--- config.mk ---
export PLATFORM = sky130hd
export DESIGN_NAME = i2c_target_flat
export DESIGN_NICKNAME = d
export VERILOG_FILES = /design/src/rtl/i2c_pkg.sv /design/src/rtl/i2c_target_if.sv /design/src/rtl/i2c_bus_sync.sv /design/src/rtl/i2c_target.sv /design/src/flat_wrapper.sv
export SDC_FILE = /design/constraint.sdc
export NUM_CORES = 1
export LEC_CHECK = 0
export ABC_AREA = 0
export BUFFER_PORTS_ARGS = -buffer_cell sky130_fd_sc_hd__buf_2
export CAP_MARGIN = 20
export CORE_AREA = 3 3 129 131
export CTS_CLUSTER_DIAMETER = 80
export CTS_CLUSTER_SIZE = 40
export DETAILED_ROUTE_END_ITERATION = 16
export DIE_AREA = 0 0 132 134
export MAX_ROUTING_LAYER = met4
export PLACE_DENSITY = 0.9
export SYNTH_ARGS = -nofsm -noshare
export SYNTH_HDL_FRONTEND = slang
export SYNTH_HIERARCHICAL = 1
export SYNTH_SLANG_ARGS = --single-unit
--- constraint.sdc ---
create_clock -name clk -period 6.25 [get_ports clk]
set_input_delay 1.875 -clock clk [delete_from_list [all_inputs] [get_ports clk]]
set_output_delay 1.875 -clock clk [all_outputs]
set_load 0.05 [all_outputs]
--- src/rtl/i2c_pkg.sv ---
// i2c_pkg: shared encodings for the I2C target (FSM states, bus bit
// meanings) plus a small saturating-increment helper for the byte index.
package i2c_pkg;

  // FSM state encoding, exposed on the target's debug port.
  localparam logic [2:0] ST_IDLE      = 3'd0;
  localparam logic [2:0] ST_ADDR      = 3'd1;
  localparam logic [2:0] ST_ADDR_ACK  = 3'd2;
  localparam logic [2:0] ST_WR_BYTE   = 3'd3;
  localparam logic [2:0] ST_WR_ACK    = 3'd4;
  localparam logic [2:0] ST_RD_BYTE   = 3'd5;
  localparam logic [2:0] ST_RD_ACK    = 3'd6;
  localparam logic [2:0] ST_WAIT_STOP = 3'd7;

  // Level on SDA during the acknowledge bit.
  localparam logic I2C_ACK  = 1'b0;
  localparam logic I2C_NACK = 1'b1;

  // Meaning of the R/W bit that follows the 7-bit address.
  localparam logic RW_WRITE = 1'b0;
  localparam logic RW_READ  = 1'b1;

  // Byte index step that sticks at the buffer capacity.
  function automatic logic [4:0] sat_inc(input logic [4:0] v, input logic [4:0] lim);
    return (v < lim) ? v + 5'd1 : v;
  endfunction

endpackage

--- src/rtl/i2c_target_if.sv ---
// i2c_target_if: the open-drain bus pins seen by the I2C target.
//
// Bus semantics: scl and sda_in are the raw, already-resolved pad levels.
// sda_oe = 1 pulls SDA low; sda_oe = 0 releases it so the pull-up (or the
// controller) sets the level. The target never drives SDA high and never
// drives SCL. There is no valid/ready handshake on this port: all timing
// comes from SCL edges observed on the system clock.
interface i2c_target_if;
  logic scl;
  logic sda_in;
  logic sda_oe;

  // The target listens to both lines and owns only the SDA pull-down.
  modport slave (
    input  scl,
    input  sda_in,
    output sda_oe
  );

  // The controller side owns SCL and sees the target's pull-down.
  modport master (
    output scl,
    output sda_in,
    input  sda_oe
  );
endinterface

--- src/rtl/i2c_bus_sync.sv ---
// i2c_bus_sync: brings raw SCL/SDA into the clk domain and derives the bus
// events the target FSM needs. Flops reset to 1 so an idle (pulled-up)
// bus produces no edges when reset is released.
module i2c_bus_sync (
  input  logic clk,
  input  logic rst_n,
  input  logic scl_raw,
  input  logic sda_raw,
  output logic sda_s,
  output logic scl_rise,
  output logic scl_fall,
  output logic start_det,
  output logic stop_det
);

  logic [1:0] scl_sync_q, scl_sync_d;
  logic [1:0] sda_sync_q, sda_sync_d;
  logic       scl_prev_q, scl_prev_d;
  logic       sda_prev_q, sda_prev_d;
  logic       scl_s;

  // Two-stage synchronisers followed by a one-cycle history register.
  always_comb begin
    scl_sync_d = {scl_sync_q[0], scl_raw};
    sda_sync_d = {sda_sync_q[0], sda_raw};
    scl_prev_d = scl_sync_q[1];
    sda_prev_d = sda_sync_q[1];
  end

  // Register the synchroniser chain; idle-high on reset.
  always_ff @(posedge clk or negedge rst_n) begin
    if (!rst_n) begin
      scl_sync_q <= 2'b11;
      sda_sync_q <= 2'b11;
      scl_prev_q <= 1'b1;
      sda_prev_q <= 1'b1;
    end else begin
      scl_sync_q <= scl_sync_d;
      sda_sync_q <= sda_sync_d;
      scl_prev_q <= scl_prev_d;
      sda_prev_q <= sda_prev_d;
    end
  end

  assign scl_s = scl_sync_q[1];
  assign sda_s = sda_sync_q[1];

  assign scl_rise = scl_s & ~scl_prev_q;
  assign scl_fall = ~scl_s & scl_prev_q;

  // SDA may only move under a steady-high SCL for START/STOP.
  assign start_det = scl_s & scl_prev_q & sda_prev_q & ~sda_s;
  assign stop_det  = scl_s & scl_prev_q & ~sda_prev_q & sda_s;

endmodule

--- src/rtl/i2c_target.sv ---
// i2c_target: I2C responder on a sampled SCL/SDA bus. ACKs its 7-bit
// address, stores written bytes in rx_data and returns tx_data bytes on
// reads. All bus timing is derived from SCL edges seen on clk.
module i2c_target
  import i2c_pkg::*;
#(
  parameter logic [6:0] ADDR      = 7'h21,
  parameter int         MAX_BYTES = 16
) (
  input  logic                   clk,
  input  logic                   reset,
  i2c_target_if.slave            bus,
  input  logic [MAX_BYTES*8-1:0] tx_data,
  output logic [MAX_BYTES*8-1:0] rx_data,
  output logic [4:0]             rx_count,
  output logic                   rw,
  output logic                   busy,
  output logic                   done,
  output logic [2:0]             state_dbg
);

  localparam logic [4:0] IDX_MAX = 5'(MAX_BYTES);

  // Bus events from the synchroniser.
  logic sda_s;
  logic scl_rise;
  logic scl_fall;
  logic start_det;
  logic stop_det;

  i2c_bus_sync u_sync (
    .clk       (clk),
    .rst_n     (reset),
    .scl_raw   (bus.scl),
    .sda_raw   (bus.sda_in),
    .sda_s     (sda_s),
    .scl_rise  (scl_rise),
    .scl_fall  (scl_fall),
    .start_det (start_det),
    .stop_det  (stop_det)
  );

  // FSM and datapath registers.
  logic [2:0]             state_q,    state_d;
  logic [3:0]             bit_cnt_q,  bit_cnt_d;
  logic [7:0]             shift_q,    shift_d;
  logic [4:0]             idx_q,      idx_d;
  logic                   phase_q,    phase_d;    // second half of an ACK slot
  logic                   nack_q,     nack_d;     // write byte arrived with buffer full
  logic                   matched_q,  matched_d;  // last address was ours
  logic                   rw_q,       rw_d;
  logic                   busy_q,     busy_d;
  logic                   done_q,     done_d;
  logic                   sda_oe_q,   sda_oe_d;
  logic [MAX_BYTES*8-1:0] rx_data_q,  rx_data_d;
  logic [4:0]             rx_count_q, rx_count_d;

  // Byte assembled from the shift register plus the bit on this rise.
  logic [7:0] rx_byte;
  // Byte to transmit at the current index; out-of-range reads return 8'hFF.
  logic [7:0] tx_byte;

  // Incoming byte view for address and write data.
  always_comb begin
    rx_byte = {shift_q[6:0], sda_s};
  end

  // Read payload selection by byte index.
  always_comb begin
    tx_byte = 8'hFF;
    for (int i = 0; i < MAX_BYTES; i++) begin
      if (idx_q == 5'(i)) tx_byte = tx_data[i*8 +: 8];
    end
  end

  // Next-state logic: START/STOP take priority over per-state SCL edges.
  always_comb begin
    state_d    = state_q;
    bit_cnt_d  = bit_cnt_q;
    shift_d    = shift_q;
    idx_d      = idx_q;
    phase_d    = phase_q;
    nack_d     = nack_q;
    matched_d  = matched_q;
    rw_d       = rw_q;
    busy_d     = busy_q;
    done_d     = 1'b0;
    sda_oe_d   = sda_oe_q;
    rx_data_d  = rx_data_q;
    rx_count_d = rx_count_q;

    if (start_det) begin
      // (Repeated) START: begin a fresh address phase. busy is held so a
      // write/read pair joined by a repeated START looks like one transfer.
      state_d   = ST_ADDR;
      bit_cnt_d = 4'd0;
      shift_d   = 8'h00;
      phase_d   = 1'b0;
      matched_d = 1'b0;
      sda_oe_d  = 1'b0;
    end else if (stop_det) begin
      state_d   = ST_IDLE;
      phase_d   = 1'b0;
      sda_oe_d  = 1'b0;
      busy_d    = 1'b0;
      matched_d = 1'b0;
      if (matched_q) begin
        done_d = 1'b1;
        if (rw_q == RW_WRITE) rx_count_d = idx_q;
      end
    end else begin
      case (state_q)
        ST_IDLE: begin
          sda_oe_d = 1'b0;
        end

        ST_ADDR: begin
          if (scl_rise) begin
            shift_d   = rx_byte;
            bit_cnt_d = bit_cnt_q + 4'd1;
            if (bit_cnt_q == 4'd7) begin
              if (rx_byte[7:1] == ADDR) begin
                state_d   = ST_ADDR_ACK;
                rw_d      = rx_byte[0];
                idx_d     = 5'd0;
                matched_d = 1'b1;
                phase_d   = 1'b0;
              end else begin
                state_d = ST_WAIT_STOP;
                busy_d  = 1'b0;
              end
            end
          end
        end

        ST_ADDR_ACK: begin
          if (scl_fall) begin
            if (!phase_q) begin
              // Fall that ends the R/W bit: pull SDA low for the ACK.
              sda_oe_d = 1'b1;
              busy_d   = 1'b1;
              phase_d  = 1'b1;
            end else begin
              phase_d = 1'b0;
              if (rw_q == RW_WRITE) begin
                sda_oe_d  = 1'b0;
                bit_cnt_d = 4'd0;
                state_d   = ST_WR_BYTE;
              end else begin
                // Put the first read bit (MSB) on the bus right away.
                sda_oe_d  = ~tx_byte[7];
                shift_d   = {tx_byte[6:0], 1'b0};
                bit_cnt_d = 4'd1;
                state_d   = ST_RD_BYTE;
              end
            end
          end
        end

        ST_WR_BYTE: begin
          if (scl_rise) begin
            shift_d   = rx_byte;
            bit_cnt_d = bit_cnt_q + 4'd1;
            if (bit_cnt_q == 4'd7) begin
              state_d = ST_WR_ACK;
              phase_d = 1'b0;
              if (idx_q < IDX_MAX) begin
                for (int i = 0; i < MAX_BYTES; i++) begin
                  if (idx_q == 5'(i)) rx_data_d[i*8 +: 8] = rx_byte;
                end
                idx_d  = sat_inc(idx_q, IDX_MAX);
                nack_d = 1'b0;
              end else begin
                nack_d = 1'b1;
              end
            end
          end
        end

        ST_WR_ACK: begin
          if (scl_fall) begin
            if (!phase_q) begin
              if (nack_q) begin
                // Buffer already full: leave SDA high (NACK) and drop the byte.
                sda_oe_d = 1'b0;
                state_d  = ST_WAIT_STOP;
              end else begin
                sda_oe_d = 1'b1;
                phase_d  = 1'b1;
              end
            end else begin
              sda_oe_d  = 1'b0;
              phase_d   = 1'b0;
              bit_cnt_d = 4'd0;
              state_d   = ST_WR_BYTE;
            end
          end
        end

        ST_RD_BYTE: begin
          // bit_cnt counts bits already placed on the bus for this byte.
          if (scl_fall) begin
            if (bit_cnt_q == 4'd8) begin
              sda_oe_d = 1'b0;
              phase_d  = 1'b0;
              state_d  = ST_RD_ACK;
            end else begin
              sda_oe_d  = ~shift_q[7];
              shift_d   = {shift_q[6:0], 1'b0};
              bit_cnt_d = bit_cnt_q + 4'd1;
            end
          end
        end

        ST_RD_ACK: begin
          if (scl_rise && !phase_q) begin
            if (sda_s == I2C_ACK) begin
              phase_d = 1'b1;
              idx_d   = sat_inc(idx_q, IDX_MAX);
            end else begin
              state_d = ST_WAIT_STOP;
            end
          end else if (scl_fall && phase_q) begin
            phase_d   = 1'b0;
            sda_oe_d  = ~tx_byte[7];
            shift_d   = {tx_byte[6:0], 1'b0};
            bit_cnt_d = 4'd1;
            state_d   = ST_RD_BYTE;
          end
        end

        ST_WAIT_STOP: begin
          sda_oe_d = 1'b0;
        end

        default: begin
          state_d  = ST_IDLE;
          sda_oe_d = 1'b0;
        end
      endcase
    end
  end

  // State and output registers; reset releases SDA immediately.
  always_ff @(posedge clk or negedge reset) begin
    if (!reset) begin
      state_q    <= ST_IDLE;
      bit_cnt_q  <= 4'd0;
      shift_q    <= 8'h00;
      idx_q      <= 5'd0;
      phase_q    <= 1'b0;
      nack_q     <= 1'b0;
      matched_q  <= 1'b0;
      rw_q       <= 1'b0;
      busy_q     <= 1'b0;
      done_q     <= 1'b0;
      sda_oe_q   <= 1'b0;
      rx_data_q  <= '0;
      rx_count_q <= 5'd0;
    end else begin
      state_q    <= state_d;
      bit_cnt_q  <= bit_cnt_d;
      shift_q    <= shift_d;
      idx_q      <= idx_d;
      phase_q    <= phase_d;
      nack_q     <= nack_d;
      matched_q  <= matched_d;
      rw_q       <= rw_d;
      busy_q     <= busy_d;
      done_q     <= done_d;
      sda_oe_q   <= sda_oe_d;
      rx_data_q  <= rx_data_d;
      rx_count_q <= rx_count_d;
    end
  end

  assign bus.sda_oe = sda_oe_q;
  assign rx_data    = rx_data_q;
  assign rx_count   = rx_count_q;
  assign rw         = rw_q;
  assign busy       = busy_q;
  assign done       = done_q;
  assign state_dbg  = state_q;

endmodule

--- src/flat_wrapper.sv ---
// flat-port wrapper written by rule: the top's interface ports become plain ports
module i2c_target_flat import i2c_pkg::*;
#(
  parameter logic [6:0] ADDR      = 7'h21,
  parameter int         MAX_BYTES = 16
)
  (clk, reset, tx_data, rx_data, rx_count, rw, busy, done, state_dbg, bus_scl, bus_sda_in, bus_sda_oe);
  i2c_target_if bus_i ();
  input  logic clk;
  input  logic reset;
  input  logic [MAX_BYTES*8-1:0] tx_data;
  output logic [MAX_BYTES*8-1:0] rx_data;
  output logic [4:0] rx_count;
  output logic rw;
  output logic busy;
  output logic done;
  output logic [2:0] state_dbg;
  input wire logic [$bits(bus_i.scl)-1:0] bus_scl;
  input wire logic [$bits(bus_i.sda_in)-1:0] bus_sda_in;
  output wire logic [$bits(bus_i.sda_oe)-1:0] bus_sda_oe;
  assign bus_i.scl = bus_scl;
  assign bus_i.sda_in = bus_sda_in;
  assign bus_sda_oe = bus_i.sda_oe;
  i2c_target #(.ADDR(ADDR), .MAX_BYTES(MAX_BYTES)) u_core (.clk(clk), .reset(reset), .bus(bus_i), .tx_data(tx_data), .rx_data(rx_data), .rx_count(rx_count), .rw(rw), .busy(busy), .done(done), .state_dbg(state_dbg));
endmodule
==> metrics.md <==
| Metric | Value |
|---|---|
| Die extent in y | `134 um` |
| Unrepaired setup endpoints after global routing | `false` |
| Vias in the first global route | `8,014` |
| F_max | `0.282 GHz` |
| Top cell type's share of synthesized area | `0.459` |
| MaxCap Viol Count | `0` |
| Worst r2r src | `u_core/u_sync/sda_sync_q[1]` |
| Yosys synthesis warning count | `6` |
| Largest cells by area after synthesis | `dfrtp_1, mux2_2, nand2_1, o21ai_0, a21oi_1` |
| CTS Buffer Depth | `2` |
| Placer Congestion | `1.05` |
| Most frequent cells after synthesis | `dfrtp_1, mux2_2, nand2_1` |
| Share of layout cells above drive strength 1 | `0.459` |
| Setup tns final | `0 ps` |
| Critical path class | `register to output port` |
| Leakage power | `5.69 nW` |
| Async SR Flop Fraction | `1.00` |
| Cell taking the most area after synthesis | `dfrtp_1` |
| Number of flops mapped to enable cells by yosys | `0` |
| Setup WS post-layout | `2710 ps` |
| Post-Route WL | `29,600 um` |
| Worst path max stage delay | `850 ps` |
| Hold Fails Final Rpt | `0` |
| Io pins | `272` |
| Count leader, synth | `dfrtp_1` |
| Net count after synthesis | `929` |
| # DRC | `0` |
| Clock slew at reported path FFs | `70 ps` |
| FP Rows | `46` |
| Hold Crit Class | `register to register` |
| Total GRT Usage | `0.342` |
| Dpl ws | `2900 ps` |
| Setup crit end | `state_dbg[1]` |
| Worst Setup SP | `u_core/state_dbg[1]` |
| Hold buffer count at CTS | `0` |
| Layout Nets | `1,171` |
| Critical Path Stages | `1` |
| Critical path's top delay family | `flip-flops` |
| Cell Pwr Density | `300 mW/mm^2` |
| Final core utilization | `0.686` |
| Tcrit/Tclk final | `0.567` |
| Routed WL per cell | `23.5 um` |
| Critical-path top delay cell | `dfrtp_1` |
| Antenna violations before repair | `2` |
| Worst VDD drop | `0.220 mV` |
| Reg2Reg Depth | `6` |
| CTS H-Tree Depth | `4` |
| R2r endpoint | `u_core/rx_data[7]` |
| Drt first-iter violations | `862` |
| Post-detailed-placement half-perimeter wirelength | `21,600 um` |
| Initial DRT Pass Iterations | `6` |
| Sequential-to-total area share from yosys stat | `0.477` |
| DR vias/cell | `6.24` |
| Synthesized area | `0.00872 mm^2` |
| Largest net degree at the start of global routing | `64` |
| Ys flop type | `dfrtp_1` |
| Area growth, synth to finish | `23.7%` |
| Slew margin rel. | `0.244` |
| WP buf/inv | `1` |
| Core ar. | `0.0157 mm^2` |
| Outcome | `complete, no violations` |
| Total grt overflow | `0` |
| IO Port Bufs | `271` |
| Crit-path cells | `buf_2` |
| FF+latch count, synth | `166` |
| TritonCTS clock tree | `built` |
| Post-Syn Instances | `789` |
| R2R Setup Slk | `2840 ps` |
| Synth cell types | `83` |
| CP required | `4380 ps` |
| Slew Viols, Final | `0` |
| Endpoints failing setup | `0` |
| TritonCTS buffer count | `17` |
| Worst-Skew Late Latency | `430 ps` |
| Avg Inst Size Synth | `11.1 um^2` |
| Postcts setup bufs | `0` |
| Clock sink count | `166` |
| Setup crit end kind | `output port` |
| Root Buffer | `clkbuf_16` |
| Chip Width | `132 um` |
| Remaining antenna violation count after routing | `0` |
| Crit path DAT | `1670 ps` |
| Worst-Margin Slew | `1130 ps` |
| Final Critical Period | `3540 ps` |
| Setup crit start kind | `register` |
| Highest net fanout along the worst path | `24` |
| Die ar. | `0.0177 mm^2` |
| Via count | `7,879` |
| Global-route wire length before repair | `45,400 um` |
| PostCTS Resize Cnt | `0` |
| Starting Density | `0.555` |
| Clock Skew | `14.8 ps` |
-- power by group --
part / internal (mW) / leakage, nW / switching [mW]
logic: 0.295 / 3.12 / 0.514
registers: 1.13 / 2.27 / 0.233
clock network: 0.548 / 0.299 / 0.513
total: 1.97 / 5.69 / 1.26
-- sequential cells by signal (all words and copies together) (netlist names) --
register / cells
u_core/u_sync/scl_sync_q: 2
u_core/idx_q: 5
u_core/u_sync/sda_sync_q: 2
u_core/rx_data: 128
u_core/matched_q: 1
u_core/bit_cnt_q: 4
u_core/shift_q: 8
u_core/rx_count: 5
u_core/done: 1
u_core/busy: 1
u_core/u_sync/sda_prev_q: 1
u_core/bus.sda_oe: 1
u_core/rw: 1
u_core/nack_q: 1
u_core/u_sync/scl_prev_q: 1
u_core/phase_q: 1
u_core/state_dbg: 3
-- layer usage --
metal / share of wire / vias up / GRT usage / routed length [um]
li1: - / 3424 / - / -
met1: 0.38 / 3812 / 0.420 / 11400
met2: 0.48 / 544 / 0.548 / 14200
met3: 0.094 / 99 / 0.0784 / 2790
met4: 0.043 / 0 / 0.146 / 1270
met5: 0 / - / - / 0
-- stage by stage --
stage / power (mW) / std cells / cell area [um^2] / hold slack [ps]
global placement: 2.14 / 1226 / 10100 / 347
detailed placement: 2.16 / 1227 / 10100 / 348
finish: 3.23 / 1262 / 10800 / 361
global route: 3.36 / 1262 / 10800 / 365
CTS: 3.21 / 1259 / 10800 / 361
floorplan: 1.85 / 789 / 8720 / 345
-- kinds of logic after synthesis --
family | after synthesis | share of synthesized area
buffers and inverters | 71 | 0.0373
AO/OA/AOI/OAI | 174 | 0.136
XOR/XNOR | 1 | 0.00100
adder cells (fa/ha/maj) | 8 | 0.0115
AND/OR/NAND/NOR | 232 | 0.157
flip-flops | 166 | 0.477
multiplexers | 137 | 0.180
-- worst min-delay path by stage --
stage / from / to / slack, ps / depth (start not counted)
5_1_grt: u_core/u_sync/scl_sync_q[0] / u_core/u_sync/scl_sync_q[1] / 360 / 0
3_3_place_gp: u_core/u_sync/scl_sync_q[0] / u_core/u_sync/scl_sync_q[1] / 350 / 0
3_5_place_dp: u_core/u_sync/sda_sync_q[0] / u_core/u_sync/sda_sync_q[1] / 350 / 0
2_1_floorplan: u_core/u_sync/scl_sync_q[0] / u_core/u_sync/scl_sync_q[1] / 350 / 0
6_report: u_core/u_sync/scl_sync_q[0] / u_core/u_sync/scl_sync_q[1] / 360 / 0
4_1_cts: u_core/u_sync/scl_sync_q[0] / u_core/u_sync/scl_sync_q[1] / 360 / 0
-- layout by cell type, fill, tap and decap left out, drive strengths merged, types with 3 or more instances in the layout --
master	instances
clkbuf	17
nand4bb	4
a21oi	33
a22oi	8
nand4	4
or3	7
ha	8
o21ai	39
nor3b	4
or2	7
nand2	66
o32ai	4
dfrtp	160
clkinv	8
o22ai	9
a32oi	6
a31oi	14
buf	279
o31ai	7
and3	7
and4b	5
nand4b	5
nand3	19
a21o	4
nor3	18
dfstp	6
nor2b	12
nor4	4
and4bb	4
nand3b	5
mux2	135
o211ai	10
inv	22
a211oi	3
nand2b	7
o221ai	11
a221oi	6
nor2	39
-- final cells by class --
type	count	area [um^2]
fillers	1144	4930
multi-input cells	552	4240
flip-flops and latches	166	4160
repair buffers	279	1440
clock buffers	17	425
well taps	216	270
clock inverters	15	191
inverters	15	56.3
diodes	2	5.00
Power figures use the tool's default switching activity.
